**config.mk**
```make
export PLATFORM = sky130hd
export DESIGN_NAME = uart_rx_ctrl
export DESIGN_NICKNAME = d
export VERILOG_FILES = /design/src/rtl/uart_rx_pkg.sv /design/src/rtl/uart_rx_edge_bit_counter.sv /design/src/rtl/uart_rx_ctrl.sv
export SDC_FILE = /design/constraint.sdc
export NUM_CORES = 1
export LEC_CHECK = 0
export CORE_MARGIN = 8
export CORE_UTILIZATION = 53
export CTS_CLUSTER_SIZE = 10
export DETAILED_ROUTE_END_ITERATION = 12
export PLACE_DENSITY = 0.87
export SYNTH_ARGS = -nofsm -noshare
export SYNTH_HDL_FRONTEND = slang
export SYNTH_SLANG_ARGS = --single-unit
```
**constraint.sdc**
```tcl
create_clock -name clk -period 7.2 [get_ports clk]
set_clock_uncertainty 0.05 [all_clocks]
set_input_delay 1.08 -clock clk [delete_from_list [all_inputs] [get_ports clk]]
set_output_delay 1.08 -clock clk [all_outputs]
set_load 0.005 [all_outputs]
```
**src/rtl/uart_rx_pkg.sv**
```systemverilog
// Shared types and constants for the UART receive controller.
// Holds the state encoding, default payload width and the legal oversampling ratios.
package uart_rx_pkg;

  localparam int DATA_WIDTH_DEF = 8;
  localparam int PRESCALE_W     = 6;

  localparam logic [PRESCALE_W-1:0] PRESCALE_8  = 6'd8;
  localparam logic [PRESCALE_W-1:0] PRESCALE_16 = 6'd16;
  localparam logic [PRESCALE_W-1:0] PRESCALE_32 = 6'd32;

  typedef enum logic [2:0] {
    ST_IDLE   = 3'd0,
    ST_START  = 3'd1,
    ST_DATA   = 3'd2,
    ST_PARITY = 3'd3,
    ST_STOP   = 3'd4
  } rx_state_e;

  // Any ratio other than 16 or 32 falls back to 8.
  function automatic logic [PRESCALE_W-1:0] legal_prescale(input logic [PRESCALE_W-1:0] p);
    logic [PRESCALE_W-1:0] r;
    r = PRESCALE_8;
    if (p == PRESCALE_16 || p == PRESCALE_32) r = p;
    return r;
  endfunction

  function automatic logic majority3(input logic [2:0] s);
    return (s[0] & s[1]) | (s[0] & s[2]) | (s[1] & s[2]);
  endfunction

endpackage

```
**src/rtl/uart_rx_edge_bit_counter.sv**
```systemverilog
// Oversampling edge counter and bit counter for one UART frame.
// Both counters clear whenever the receiver is not inside a frame.
module uart_rx_edge_bit_counter
  import uart_rx_pkg::*;
#(
  parameter int DATA_WIDTH = DATA_WIDTH_DEF,
  parameter int BIT_CNT_W  = $clog2(DATA_WIDTH + 4)
) (
  input  logic                  clk,
  input  logic                  rst,
  input  logic                  enable_i,
  input  logic [PRESCALE_W-1:0] prescale_i,
  output logic [PRESCALE_W-1:0] edge_cnt_o,
  output logic [BIT_CNT_W-1:0]  bit_cnt_o,
  output logic                  bit_done_o
);

  logic [PRESCALE_W-1:0] edge_cnt_q, edge_cnt_d;
  logic [BIT_CNT_W-1:0]  bit_cnt_q, bit_cnt_d;

  assign bit_done_o = enable_i && (edge_cnt_q == prescale_i - PRESCALE_W'(1));

  always_comb begin
    edge_cnt_d = edge_cnt_q;
    bit_cnt_d  = bit_cnt_q;
    if (!enable_i) begin
      edge_cnt_d = '0;
      bit_cnt_d  = '0;
    end else if (bit_done_o) begin
      edge_cnt_d = '0;
      bit_cnt_d  = bit_cnt_q + BIT_CNT_W'(1);
    end else begin
      edge_cnt_d = edge_cnt_q + PRESCALE_W'(1);
    end
  end

  always_ff @(posedge clk) begin
    if (!rst) begin
      edge_cnt_q <= '0;
      bit_cnt_q  <= '0;
    end else begin
      edge_cnt_q <= edge_cnt_d;
      bit_cnt_q  <= bit_cnt_d;
    end
  end

  assign edge_cnt_o = edge_cnt_q;
  assign bit_cnt_o  = bit_cnt_q;

endmodule

```
**src/rtl/uart_rx_ctrl.sv**
```systemverilog
// UART receive controller: start detection, 3-sample majority voting, LSB-first
// deserialisation, parity handshake with an external checker and stop-bit check.
module uart_rx_ctrl
  import uart_rx_pkg::*;
#(
  parameter int DATA_WIDTH = DATA_WIDTH_DEF
) (
  input  logic                  clk,
  input  logic                  rst,
  input  logic                  rx_in,
  input  logic [PRESCALE_W-1:0] prescale,
  input  logic                  par_en,
  input  logic                  parity_error,
  output logic [DATA_WIDTH-1:0] p_data,
  output logic                  sampled_bit,
  output logic                  parity_check_en,
  output logic                  data_valid,
  output logic                  par_err,
  output logic                  stop_err,
  output logic                  strt_glitch
);

  localparam int BIT_CNT_W = $clog2(DATA_WIDTH + 4);
  localparam logic [BIT_CNT_W-1:0] LAST_DATA_BIT = BIT_CNT_W'(DATA_WIDTH);

  rx_state_e             state_q, state_d;
  logic [PRESCALE_W-1:0] prescale_q, prescale_d;
  logic [2:0]            samp_q, samp_d;
  logic                  sampled_bit_q, sampled_bit_d;
  logic [DATA_WIDTH-1:0] p_data_q, p_data_d;
  logic                  pce_q, pce_d;
  logic                  dv_q, dv_d;
  logic                  par_err_q, par_err_d;
  logic                  stop_err_q, stop_err_d;
  logic                  glitch_q, glitch_d;

  logic [PRESCALE_W-1:0] edge_cnt;
  logic [BIT_CNT_W-1:0]  bit_cnt;
  logic                  bit_done;
  logic [PRESCALE_W-1:0] half, cnt_vote, cnt_shift;
  logic                  in_frame, in_window;

  assign in_frame  = (state_q != ST_IDLE);
  assign half      = {1'b0, prescale_q[PRESCALE_W-1:1]};
  assign cnt_vote  = half + PRESCALE_W'(1);
  assign cnt_shift = half + PRESCALE_W'(2);
  assign in_window = (edge_cnt == half - PRESCALE_W'(2)) || (edge_cnt == half - PRESCALE_W'(1)) ||
                     (edge_cnt == half);

  uart_rx_edge_bit_counter #(
    .DATA_WIDTH (DATA_WIDTH),
    .BIT_CNT_W  (BIT_CNT_W)
  ) u_cnt (
    .clk        (clk),
    .rst        (rst),
    .enable_i   (in_frame),
    .prescale_i (prescale_q),
    .edge_cnt_o (edge_cnt),
    .bit_cnt_o  (bit_cnt),
    .bit_done_o (bit_done)
  );

  always_comb begin
    state_d       = state_q;
    prescale_d    = prescale_q;
    samp_d        = samp_q;
    sampled_bit_d = sampled_bit_q;
    p_data_d      = p_data_q;
    pce_d         = 1'b0;
    dv_d          = 1'b0;
    par_err_d     = 1'b0;
    stop_err_d    = 1'b0;
    glitch_d      = 1'b0;

    // Three captures around mid-bit, vote registered one edge after the last capture.
    if (in_frame && in_window) samp_d = {samp_q[1:0], rx_in};
    if (in_frame && edge_cnt == cnt_vote) sampled_bit_d = majority3(samp_q);

    unique case (state_q)
      ST_IDLE: begin
        if (!rx_in) begin
          state_d    = ST_START;
          prescale_d = legal_prescale(prescale);
        end
      end
      ST_START: begin
        if (bit_done) begin
          if (sampled_bit_q) begin
            glitch_d = 1'b1;
            state_d  = ST_IDLE;
          end else begin
            state_d = ST_DATA;
          end
        end
      end
      ST_DATA: begin
        if (edge_cnt == cnt_shift) p_data_d = {sampled_bit_q, p_data_q[DATA_WIDTH-1:1]};
        if (bit_done && bit_cnt == LAST_DATA_BIT) state_d = par_en ? ST_PARITY : ST_STOP;
      end
      ST_PARITY: begin
        // Registered so the enable is high while edge_cnt reads half+2.
        pce_d = (edge_cnt == cnt_vote);
        if (bit_done) begin
          if (parity_error) begin
            par_err_d = 1'b1;
            state_d   = ST_IDLE;
          end else begin
            state_d = ST_STOP;
          end
        end
      end
      ST_STOP: begin
        if (bit_done) begin
          dv_d       = sampled_bit_q;
          stop_err_d = !sampled_bit_q;
          state_d    = ST_IDLE;
        end
      end
      default: state_d = ST_IDLE;
    endcase
  end

  always_ff @(posedge clk) begin
    if (!rst) begin
      state_q       <= ST_IDLE;
      prescale_q    <= PRESCALE_8;
      samp_q        <= '1;
      sampled_bit_q <= 1'b1;
      p_data_q      <= '0;
      pce_q         <= 1'b0;
      dv_q          <= 1'b0;
      par_err_q     <= 1'b0;
      stop_err_q    <= 1'b0;
      glitch_q      <= 1'b0;
    end else begin
      state_q       <= state_d;
      prescale_q    <= prescale_d;
      samp_q        <= samp_d;
      sampled_bit_q <= sampled_bit_d;
      p_data_q      <= p_data_d;
      pce_q         <= pce_d;
      dv_q          <= dv_d;
      par_err_q     <= par_err_d;
      stop_err_q    <= stop_err_d;
      glitch_q      <= glitch_d;
    end
  end

  assign p_data          = p_data_q;
  assign sampled_bit     = sampled_bit_q;
  assign parity_check_en = pce_q;
  assign data_valid      = dv_q;
  assign par_err         = par_err_q;
  assign stop_err        = stop_err_q;
  assign strt_glitch     = glitch_q;

endmodule

```
# == Word-level counts from Yosys, hierarchy flattened ==
# Cells that the tools add are included.
# word_totals
regBits,36
input_bits,11
out_inout_bits,14
elab_cells,76
# op_classes
n_addsub,7
eq_ne,18
muxes,12
n_bitwise,8
reduce_logical,19
# op_table
op,count
$eq A6 B6 Y1,5
$mux W3,7
$pmux W3 S5,1
$ne A2 B2 Y1 const B,5
$reduce_and A3 Y1,3
$reduce_and A2 Y1,4
$add A5 B1 Y6 const B,1
$add A5 B2 Y6 const B,1
$add A6 B1 Y6 const B,1
$eq A3 B2 Y1 const B,2
$eq A6 B5 Y1,1
$eq A6 B5 Y1 const B,1
$eq A6 B6 Y1 const B,1
$mux W6,1
$sub A5 B1 Y6 const B,1
$sub A5 B2 Y6 const B,1
$sub A6 B1 Y6 const B,1
$reduce_and A5 Y1,1
$add A4 B1 Y4 const B,1
$eq A4 B4 Y1 const B,1
$logic_and A1 B1 Y1,4
$and A1 B1 Y1,3
$eq A3 B1 Y1 const B,1
$eq A3 B3 Y1 const B,1
other kinds (9),15

# == Longest topological paths before layout ==
# depth
depth_word,6
mapped_depth,10
ltp_nobuf,8

# == By module ==
# From an unflattened synthesis, not the netlist that was laid out.
# unflattened
hier_cells,246
hier_area_um2,2180.8
# modules_own_cells
mod,n_inst,cells_each,area_each_um2
uart_rx_ctrl,1,179,1594.0
uart_rx_edge_bit_counter,1,67,586.8

# == Worst setup path after synthesis ==
# OpenSTA, ideal clock, no wires.
# synth_path
kind,register to register
from,register prescale_q[1]
to,register state_q[1]
setup_ns,0.119
arrival_time_ns,2.239
t_required_ns,7.031
path_slack_ns,4.792
stages_incl_launch_ff,11
n_path_buf,2
period_less_slack_ns,2.408
cell_sequence,dfxtp_1 clkbuf_1 inv_1 ha_1 nand2b_1 a21o_1 a2111oi_4 and2_1 buf_4 a21oi_2 o221a_1
# synth_via
elab_chain_cells,6
word_cells_on_any_way,9
cone_classes,add/sub (1); eq/ne (5); reduce/logical (3)
# synth_rtl
item,line,source
start: declaration,uart_rx_ctrl.sv:27,"logic [PRESCALE_W-1:0] prescale_q, prescale_d;"
start signal: assignment,uart_rx_ctrl.sv:137,prescale_q <= prescale_d;
$sub A6 B1 Y6 (*),uart_rx_edge_bit_counter.sv:21,assign bit_done_o = enable_i && (edge_cnt_q == prescale_i - PRESCALE_W'(1));
$eq A6 B6 Y1 (*),uart_rx_edge_bit_counter.sv:21,
$logic_and A1 B1 Y1 (*),uart_rx_edge_bit_counter.sv:21,
$logic_and A1 B1 Y1,uart_rx_ctrl.sv:98,if (bit_done && bit_cnt == LAST_DATA_BIT) state_d = par_en ? ST_PARITY : ST_STOP;
$ne A2 B2 Y1 (no line),n/a,
$reduce_and A5 Y1 (no line) (*),n/a,
end signal: assignment,uart_rx_ctrl.sv:136,state_q <= state_d;
end: declaration,uart_rx_ctrl.sv:26,"rx_state_e state_q, state_d;"
# Mark *: on every way between the ends. The rest lies on a longest branch, timed or not.
# A chain may end at the register's enable or synchronous reset.

# == Worst setup path after layout ==
# Ends and elaborated chain as after synthesis.

==> flow_metrics.env <==
export IMPL_run_status="finished clean"
export IMPL_post_dp_cell_area_sq_um=2405
export IMPL_ys_types=46
export IMPL_slew_viol_final=0
export IMPL_initial_utilization_pct=54.54
export IMPL_area_delta_synth_final_pct=16.18
export IMPL_die_x_microns=79.93
export IMPL_ys_warn_count=0
export IMPL_cellLeakagePower_nw=1.011
export IMPL_synth_nets=278
export IMPL_gp_congestion=0.9107
export IMPL_finalCritPeriodShare_pct=36.79
export IMPL_synth_top_area_share_pct=33.28
export IMPL_grt_pass1_vias=1644
export IMPL_worstHoldPathType="register to register"
export IMPL_drc_errors=0
export IMPL_nets=295
export IMPL_netlist_area_sq_um=2166
export IMPL_cp_slowest_stage_delay_ns=0.53
export IMPL_io_buffers=24
export IMPL_routedWlPerCell_microns=14.02
export IMPL_critPathArrivalTime_ns=2.79
export IMPL_core_sq_um=3971
export IMPL_clkTransAtPathRegs_ns=0.07
export IMPL_syn_inst=257
export IMPL_ys_flop_type="dfxtp_1"
export IMPL_fmax_mhz=377.5
export IMPL_viasPerCell=5.498
export IMPL_cts_tree="built"
export IMPL_grt_overflow=0
export IMPL_rows=23
export IMPL_async_flop_share_pct=0
export IMPL_maxCapViolCount=0
export IMPL_grt_pass1_wl_microns=7845
export IMPL_slew_limit_headroom_pct=53.25
export IMPL_post_route_min_period_ns=2.649
export IMPL_hold_violations=0
export IMPL_cp_end_kind="register"
export IMPL_setup_viol=0
export IMPL_die_h_microns=79.93
export IMPL_cpLargestDelayFamily="compound AO/OA/AOI/OAI gates"
export IMPL_holdWs_ns=0.4738
export IMPL_htree_levels=2
export IMPL_cts_root_buffer="clkbuf_8"
export IMPL_die_area_sq_um=6388
export IMPL_yosys_area_top_type="dfxtp_1"
export IMPL_track_usage_pct=15.54
export IMPL_vias=1787
export IMPL_synth_area_leaders="dfxtp_1 33%, xor2_1 6.5%, ha_1 5.8%"
export IMPL_grt_max_degree=27
export IMPL_wl_microns=4555
export IMPL_setup_tns_ns=0
export IMPL_p_per_area_nw_per_um2=177.4
export IMPL_cp_max_fo=9
export IMPL_start_kind="register"
export IMPL_crit_slowest_cell="dfxtp_1"
export IMPL_drive_above_1_share_pct=4.727
export IMPL_peakVddDrop_v=0.0001834
export IMPL_clock_latency_ns=0.30
export IMPL_io_pins=25
export IMPL_tightest_slew_ns=0.6991
export IMPL_reg2reg_slack_ns=4.55
export IMPL_dr_pass1_iters=4
export IMPL_cts_hold_buf=0
export IMPL_drtAntennaViolNets=0
export IMPL_syn_area_per_cell_sq_um=8.427
export IMPL_ys_seq_elements=36
export IMPL_dr_first_iter_drc_count=76
export IMPL_antenna_found_initial=0
export IMPL_yosysSeqAreaShare_pct=33.28
export IMPL_critPathBufInv=1
export IMPL_place_hpwl_microns=3409
export IMPL_path_cells="inv_1, ha_1, a21boi_1, xnor2_1, a2111oi_4, and2_1, a21oi_2, o221a_1"
export IMPL_n_antenna_cell=0
export IMPL_crit_required_ns=7.34
export IMPL_critPathKind="register to register"
export IMPL_post_cts_buffers=0
export IMPL_utilization_pct=63.36
export IMPL_p_total_mw=0.4465
export IMPL_cts_resized_gates=0
export IMPL_cts_buffer_depth=2
export IMPL_final_cell_area_sq_um=2516
export IMPL_synth_edff_count=0
export IMPL_rsz0062_at_grt="no"
export IMPL_cts_sinks=36
export IMPL_numCtsBuffers=5
[layout by cell type, fill, tap and decap left out, types with 2 or more instances in the layout]
cell type	synthesis	final
dfxtp_1	36	36
nor2_1	24	24
clkdlybuf4s50_1	0	24
nor2b_1	18	18
xor2_1	16	16
nand3_1	14	14
a21oi_1	13	13
nand2_1	12	12
inv_1	11	11
mux2i_1	11	11
xnor2_1	10	10
nand2b_1	10	10
ha_1	10	10
nor3_1	9	9
and3_1	5	5
o21ai_0	5	5
clkbuf_8	0	5
o211ai_1	4	4
or3_1	3	3
o22ai_1	3	3
and2_1	2	2
a2bb2oi_1	2	2
nor4_1	2	2
a32oi_1	2	2
[worst paths after layout]
kind | startpoint | to | cells past startpoint
worst max-delay path | prescale_q[1]$_SDFFE_PN0P_ | state_q[1]$_SDFFE_PN0P_ | 8
worst max register to register | prescale_q[1]$_SDFFE_PN0P_ | state_q[1]$_SDFFE_PN0P_ | 8
worst min register to register | u_cnt.bit_cnt_o[3]$_SDFFE_PN0P_ | u_cnt.bit_cnt_o[3]$_SDFFE_PN0P_ | 2
worst min-delay path | u_cnt.bit_cnt_o[3]$_SDFFE_PN0P_ | u_cnt.bit_cnt_o[3]$_SDFFE_PN0P_ | 2
[power breakdown]
group          switching [mW]  internal, mW  total, mW
combinational          0.0300        0.0235     0.0535
clock                  0.0724         0.102      0.175
sequential             0.0139         0.204      0.218
[state kept, by name (all words and copies together), names as in the netlist, 3 cells and up]
register,flops
prescale_q,6
samp_q,3
u_cnt.edge_cnt_o,6
p_data,8
u_cnt.bit_cnt_o,4
state_q,3
[cells by family after synthesis]
group,count (synthesis),share of synthesized area (%)
AOI/OAI and AO/OA,40,13.12
muxes,13,6.124
xor gates and xnor gates,27,11.26
DFF,36,33.28
adders and majority gates,10,5.777
and+or+nand+nor,106,25.59
buffers and inverters,25,4.853
[synthesized netlist by cell type (3+ instances only)]
cell type / instances
or3_1: 3
dfxtp_1: 36
ha_1: 10
a21oi_1: 13
mux2i_1: 11
nor3_1: 9
o211ai_1: 4
o22ai_1: 3
nor2_1: 24
nand3_1: 14
nand2_1: 12
xor2_1: 16
and3_1: 5
nand2b_1: 10
clkbuf_1: 7
inv_1: 11
buf_2: 6
xnor2_1: 10
o21ai_0: 5
nor2b_1: 18
[layout make-up]
type,instances,area (sq um)
tap,50,62.56
inverter,11,41.29
timing repair buffer,24,240.2
multi-input combinational,196,1340
sequential,36,720.7
fill,332,1455
clock buffer,5,68.82
clock inverter,3,42.54
[routing by layer]
| metal | global-route usage, % | vias up | wire length, microns |
|---|---|---|---|
| li1 | - | 918 | - |
| met1 | 19.25 | 824 | 2043 |
| met2 | 24.49 | 36 | 2209 |
| met3 | 4.392 | 9 | 207 |
| met4 | 6.545 | 0 | 95 |
| met5 | 0 | - | 0 |
[through the flow]
stage / std cells / setup WS, ns
floorplan: 257 / 4.792
global placement: 317 / 4.511
detailed placement: 317 / 4.458
CTS: 325 / 4.540
global route: 325 / 4.300
finish: 325 / 4.551
[tightest hold or removal path, stage by stage, from the launching register on]
cell,delay (ns)
dfxtp_1,0.34
xor2_1,0.08
nor2_1,0.07
(Power assumes the default switching activity.)
